<file path="src/rtl/press_event_queue.sv">
// -----------------------------------------------------------------------------
// press_event_queue
//
// Consumer side of the debounced-button handshake. Each detector channel
// holds wasPressed high until it sees its ackPress pulse. This block scans
// the channels with round-robin priority and acknowledges one pending press
// at a time. It pushes the granted channel index into a small show-ahead
// FIFO for downstream logic. While the FIFO is full no acknowledge is
// issued, so each detector keeps its press pending and nothing is lost.
//
// Ports:
//   clock       system clock, all state updates on the rising edge
//   reset       synchronous, active-high
//   wasPressed  per-channel press pending (held by the detector until acked)
//   ackPress    per-channel acknowledge, one-hot single-cycle pulse
//   eventValid  FIFO holds at least one event
//   eventId     channel index at the FIFO head (show-ahead)
//   eventAck    downstream pop; ignored while eventValid is low
//   fifoCount   number of events held, 0..FIFO_DEPTH
//   fifoFull    fifoCount == FIFO_DEPTH
// -----------------------------------------------------------------------------
module press_event_queue #(
   parameter int CHANNELS   = 4,
   parameter int ID_WIDTH   = 2,
   parameter int FIFO_DEPTH = 4,
   parameter int PTR_WIDTH  = 2
) (
   input  logic                  clock,
   input  logic                  reset,
   input  logic [CHANNELS-1:0]   wasPressed,
   output logic [CHANNELS-1:0]   ackPress,
   output logic                  eventValid,
   output logic [ID_WIDTH-1:0]   eventId,
   input  logic                  eventAck,
   output logic [PTR_WIDTH:0]    fifoCount,
   output logic                  fifoFull
);

   typedef enum logic {
      SCAN = 1'b0,
      ACK  = 1'b1
   } state_t;

   state_t                state;
   logic [ID_WIDTH-1:0]   rr_last;

   logic                  grant_valid;
   logic [ID_WIDTH-1:0]   grant_id;
   logic [CHANNELS-1:0]   grant_onehot;
   int                    best_dist;

   logic [ID_WIDTH-1:0]   mem [FIFO_DEPTH];
   logic [PTR_WIDTH-1:0]  rd_ptr;
   logic [PTR_WIDTH-1:0]  wr_ptr;
   logic                  push;
   logic                  pop;

   // Distance of channel ch from the slot just after last, walking upward and
   // wrapping at CHANNELS. The channel right after the last grant scores 0.
   function automatic int rr_distance(input int ch, input int last);
      return (ch - last - 1 + 2 * CHANNELS) % CHANNELS;
   endfunction

   // Round-robin arbiter: the pending channel closest (upward, wrapping) to
   // the last grant wins.
   always_comb begin
      // NOTE: every output of this block gets a default first, so no path
      // leaves a value unassigned and no latch is inferred.
      grant_valid  = 1'b0;
      grant_id     = '0;
      grant_onehot = '0;
      best_dist    = CHANNELS;
      for (int i = 0; i < CHANNELS; i++) begin
         if (wasPressed[i] && (rr_distance(i, int'(rr_last)) < best_dist)) begin
            best_dist       = rr_distance(i, int'(rr_last));
            grant_valid     = 1'b1;
            grant_id        = ID_WIDTH'(i);
            grant_onehot    = '0;
            grant_onehot[i] = 1'b1;
         end
      end
   end

   // Fullness uses the registered count only; a pop on the same edge does
   // not free a slot for this grant.
   assign push = (state == SCAN) && grant_valid && !fifoFull;
   assign pop  = eventAck && eventValid;

   // Handshake FSM. ackPress is registered, so it is high for exactly the
   // ACK cycle. wasPressed of the granted channel is still high during
   // that cycle, so no grant is evaluated there.
   always_ff @(posedge clock) begin
      // NOTE: sequential state uses non-blocking assignments so every
      // register samples pre-edge values regardless of statement order.
      if (reset) begin
         state    <= SCAN;
         ackPress <= '0;
         rr_last  <= ID_WIDTH'(CHANNELS - 1);
      end else begin
         case (state)
            SCAN: begin
               if (push) begin
                  ackPress <= grant_onehot;
                  rr_last  <= grant_id;
                  state    <= ACK;
               end else begin
                  ackPress <= '0;
               end
            end
            ACK: begin
               ackPress <= '0;
               state    <= SCAN;
            end
            default: begin
               ackPress <= '0;
               state    <= SCAN;
            end
         endcase
      end
   end

   // Circular event buffer. FIFO_DEPTH is a power of two, so the pointers
   // wrap by plain overflow.
   always_ff @(posedge clock) begin
      if (reset) begin
         rd_ptr    <= '0;
         wr_ptr    <= '0;
         fifoCount <= '0;
         // NOTE: the storage is only FIFO_DEPTH x ID_WIDTH bits, so it is
         // cleared on reset to make eventId read 0 out of reset. A push that
         // coincides with reset is discarded by the same clear.
         for (int i = 0; i < FIFO_DEPTH; i++) begin
            mem[i] <= '0;
         end
      end else begin
         if (push) begin
            mem[wr_ptr] <= grant_id;
            wr_ptr      <= wr_ptr + PTR_WIDTH'(1);
         end
         if (pop) begin
            rd_ptr <= rd_ptr + PTR_WIDTH'(1);
         end
         case ({push, pop})
            2'b10:   fifoCount <= fifoCount + (PTR_WIDTH + 1)'(1);
            2'b01:   fifoCount <= fifoCount - (PTR_WIDTH + 1)'(1);
            default: fifoCount <= fifoCount;
         endcase
      end
   end

   assign eventValid = (fifoCount != '0);
   assign fifoFull   = (fifoCount == (PTR_WIDTH + 1)'(FIFO_DEPTH));
   assign eventId    = mem[rd_ptr];

endmodule

</file>
<file path="config.mk">
export PLATFORM = sky130hd
export DESIGN_NAME = press_event_queue
export DESIGN_NICKNAME = d
export VERILOG_FILES = /design/src/rtl/press_event_queue.sv
export SDC_FILE = /design/constraint.sdc
export NUM_CORES = 1
export LEC_CHECK = 0
export BUFFER_PORTS_ARGS = -buffer_cell sky130_fd_sc_hd__buf_2
export CAP_MARGIN = 15
export CORE_MARGIN = 5
export CORE_UTILIZATION = 26
export CTS_CLUSTER_DIAMETER = 120
export DETAILED_ROUTE_END_ITERATION = 6
export GPL_ROUTABILITY_DRIVEN = 0
export GPL_TIMING_DRIVEN = 0
export SETUP_SLACK_MARGIN = 0.05
export SLEW_MARGIN = 40
export SYNTH_ARGS = -nofsm -noshare
export SYNTH_HDL_FRONTEND = slang
export SYNTH_SLANG_ARGS = --single-unit
</file>
<file path="constraint.sdc">
create_clock -name clock -period 4.76 [get_ports clock]
set_input_delay 0 -clock clock [delete_from_list [all_inputs] [get_ports clock]]
set_output_delay 0 -clock clock [all_outputs]
set_load 0.02 [all_outputs]
</file>
==> summary.txt <==
Timing
  – Total negative slack: 0 ns
  – Worst Tran Pin Value: 0.778 ns
  – Final hold viol count: 0
  – Setup violations, final: 0
  – Final min period: 4.15 ns
  – Max frequency: 0.241 GHz
  – Slew Viols, Final: 0
  – RSZ-0062 raised after global routing: false
  – Setup Skew: 0.00202 ns
  – Relative slew slack: 47.7%
  – Hold slack final: 0.0797 ns
  – Final period util: 87.3%

Worst setup path
  – Buf/Inv on CP: 0
  – Data arrival, critical path: 4.16 ns
  – Crit path max fanout: 10
  – Cell count along the critical path: 14
  – CP peak stage delay: 0.52 ns
  – Setup crit start kind: flop
  – Slowest CP cell: dfxtp_1
  – WS Path Type: flop to flop
  – Crit end category: flop
  – R2R depth: 14
  – WP data required: 4.77 ns
  – CP top delay family: simple AND/OR/NAND/NOR gates
  – Cells along the critical path: ha_1 -> nand2b_1 -> o21ai_0 -> a22oi_1 -> ha_1 -> a211oi_1 -> a21oi_1 -> nor2_1 -> mux2_2 -> ha_1 -> o21ai_0 -> o21ai_0 -> nor2b_1 -> nor2_1

Worst hold path
  – Worst hold path type: primary input to flop
  – Worst Hold Depth: 2

Synthesis
  – FF+latch count, synth: 24
  – Ys Warns: 0
  – FFs w/ async S/R, synth: 0%
  – Cell variety after synth: 40
  – Mean post-synth cell area: 9.65 um^2
  – Cells after Synth: 139
  – Synth Flop Type: dfxtp_1
  – Post-Syn Nets: 155
  – Post-synthesis sequential area ratio: 41.8%
  – Synthesized area: 0.00134 mm^2
  – Number of synthesized flops with an enable pin: 8

Clock tree
  – Worst skew pair latency: 0.26 ns
  – CTS Buf Count: 3
  – TritonCTS clock tree: yes
  – Root Buffer: clkbuf_8
  – H-Tree Depth: 1
  – CTS resizes: 0
  – Cts hold-fix bufs: 0
  – Sink Count: 24
  – Postcts setup bufs: 0
  – Longest Clk Path Bufs: 2
  – Clock transition at path regs: 0.08 ns

Routing
  – 1st-pass router iterations: 4
  – Vias per inst: 4.50
  – Via count: 1030
  – DRC: 0
  – Final ANT Viol Nets: 0
  – DR iter-0 viols: 66
  – DR WL/cell: 11.2 um
  – Final WL: 2560 um

Power and ir drop
  – Internal power: 0.000679 W
  – Switching power: 0.000502 W
  – Leak: 0.662 nW
  – Pwr per Cell Area: 748 mW/mm^2
  – VDD IR-drop max: 257 uV
  – Net Sw Frac: 42.5%
  – Flop pwr share: 28.9%
  – Comb pwr share: 56.2%
  – Clk pwr share: 14.9%

Placed design
  – Hpwl dp: 2010 um
  – Buffers on Ports: 16

Global route
  – Initial antenna violation count: 0
  – First-pass GRT wire length: 4440 um
  – Global Route Usage Sum: 8.54%
  – GR Overflow Total: 0
  – Pin count of the biggest net entering global routing: 15
  – Vias in the first global route: 980

Finish
  – Antenna cell count: 0
  – Area Growth Syn to Fin: 17.8%
  – Total Nets Final: 176
  – Layout cells sized above 1: 23.3%
  – Fillers: 545

Run
  – MaxCap Viol Count: 0

Die
  – Die area: 0.00670 mm^2
  – Core Area: 0.00507 mm^2
  – Rows: 26
  – Ports: 18
  – Die extent in y: 81.8 um
  – Initial Utilization: 26.4%
  – Die Wd: 81.8 um

Status
  – Status: complete, no violations
==> synth_stat cells, drive strengths merged (2+ instances only) <==
cell type  count  area, um^2
xnor2          3        26.3
o21ai          7        35.0
nand2b         5        31.3
nand2          7        26.3
o32a           4        40.0
a31oi          2        12.5
nor2          20        77.6
inv           12        45.0
a211oi         2        15.0
nor2b          2        12.5
edfxtp         8         240
nand3          2        10.0
a21oi          6        30.0
xor2           3        26.3
a31o           2        17.5
ha             8         100
nor3b          2        20.0
or2            2        12.5
dfxtp         16         320
and2           2        12.5
mux4           2        45.0
buf            2        10.0
or3            7        61.3
==> metrics by stage <==
step / total power (W) / utilization, % / cells / cell area (um^2) / setup WS (ns)
2_1_floorplan: 0.000860 / - / 139 / 1340 / 1.14
3_3_place_gp: 0.00101 / 29.7 / 225 / 1510 / 0.649
3_5_place_dp: 0.00101 / 29.7 / 225 / 1510 / 0.669
4_1_cts: 0.00120 / 31.1 / 229 / 1580 / 0.593
5_1_grt: 0.00130 / 31.1 / 229 / 1580 / 0.157
6_report: 0.00118 / 31.1 / 229 / 1580 / 0.607
==> power by group through the flow <==
stage / combinational [W] / sequential (W) / clock, W
6_report: 0.000664 / 0.000341 / 0.000176
5_1_grt: 0.000758 / 0.000356 / 0.000188
3_5_place_dp: 0.000666 / 0.000348 / 0
2_1_floorplan: 0.000500 / 0.000360 / 0
3_3_place_gp: 0.000661 / 0.000345 / 0
4_1_cts: 0.000674 / 0.000344 / 0.000180
==> path summary, 6_finish.rpt <==
check          startpoint            to  slack, ns
min                 reset    rr_last[0]       0.08
max reg2reg    rr_last[0]     mem[1][1]       0.61
max            rr_last[0]     mem[1][1]       0.61
min reg2reg  fifoCount[2]  fifoCount[2]       0.52
==> layout by cell type (no fill, tap or decap), drive strengths merged, types with 5 or more instances in the layout <==
master,instances
or3,7
nand2b,5
edfxtp,8
a21oi,6
ha,8
nand2,7
dfxtp,16
o21ai,7
nor2,20
buf,18
inv,12
==> registers in the layout, indices dropped and copies added, names as in the netlist, named ones only <==
name,flops
ackPress,4
fifoCount,3
mem,8
rd_ptr,2
rr_last,2
state,1
wr_ptr,2
==> logic make-up after synthesis <==
group	Yosys count	share of synthesized area, %
flops	24	41.8
buf+inv	15	4.38
compound gates	26	13.2
other cells	1	0.280
simple gates	55	23.3
xor+xnor	6	3.92
mux	3	4.20
fa+ha+maj	9	8.96
==> final cells by class <==
| class | count | area, um^2 | share of cell area [%] |
|---|---|---|---|
| Multi-Input combinational cell | 100 | 722 | 45.7 |
| Inverter | 12 | 45.0 | 2.85 |
| Tap cell | 70 | 87.6 | 5.54 |
| Sequential cell | 24 | 561 | 35.5 |
| Clock buffer | 3 | 41.3 | 2.61 |
| Clock inverter | 1 | 30.0 | 1.90 |
| Buffer | 3 | 13.8 | 0.871 |
| Timing Repair Buffer | 16 | 80.1 | 5.07 |
==> per-layer routing <==
layer	up-vias	GRT usage [%]	share of wire (%)
met1	482	10.5	46
met5	-	0	0
met3	4	0.329	1.8
li1	532	-	-
met4	0	4.98	2.3
met2	12	14.8	50
No activity file was read; power rests on OpenSTA's default activity.
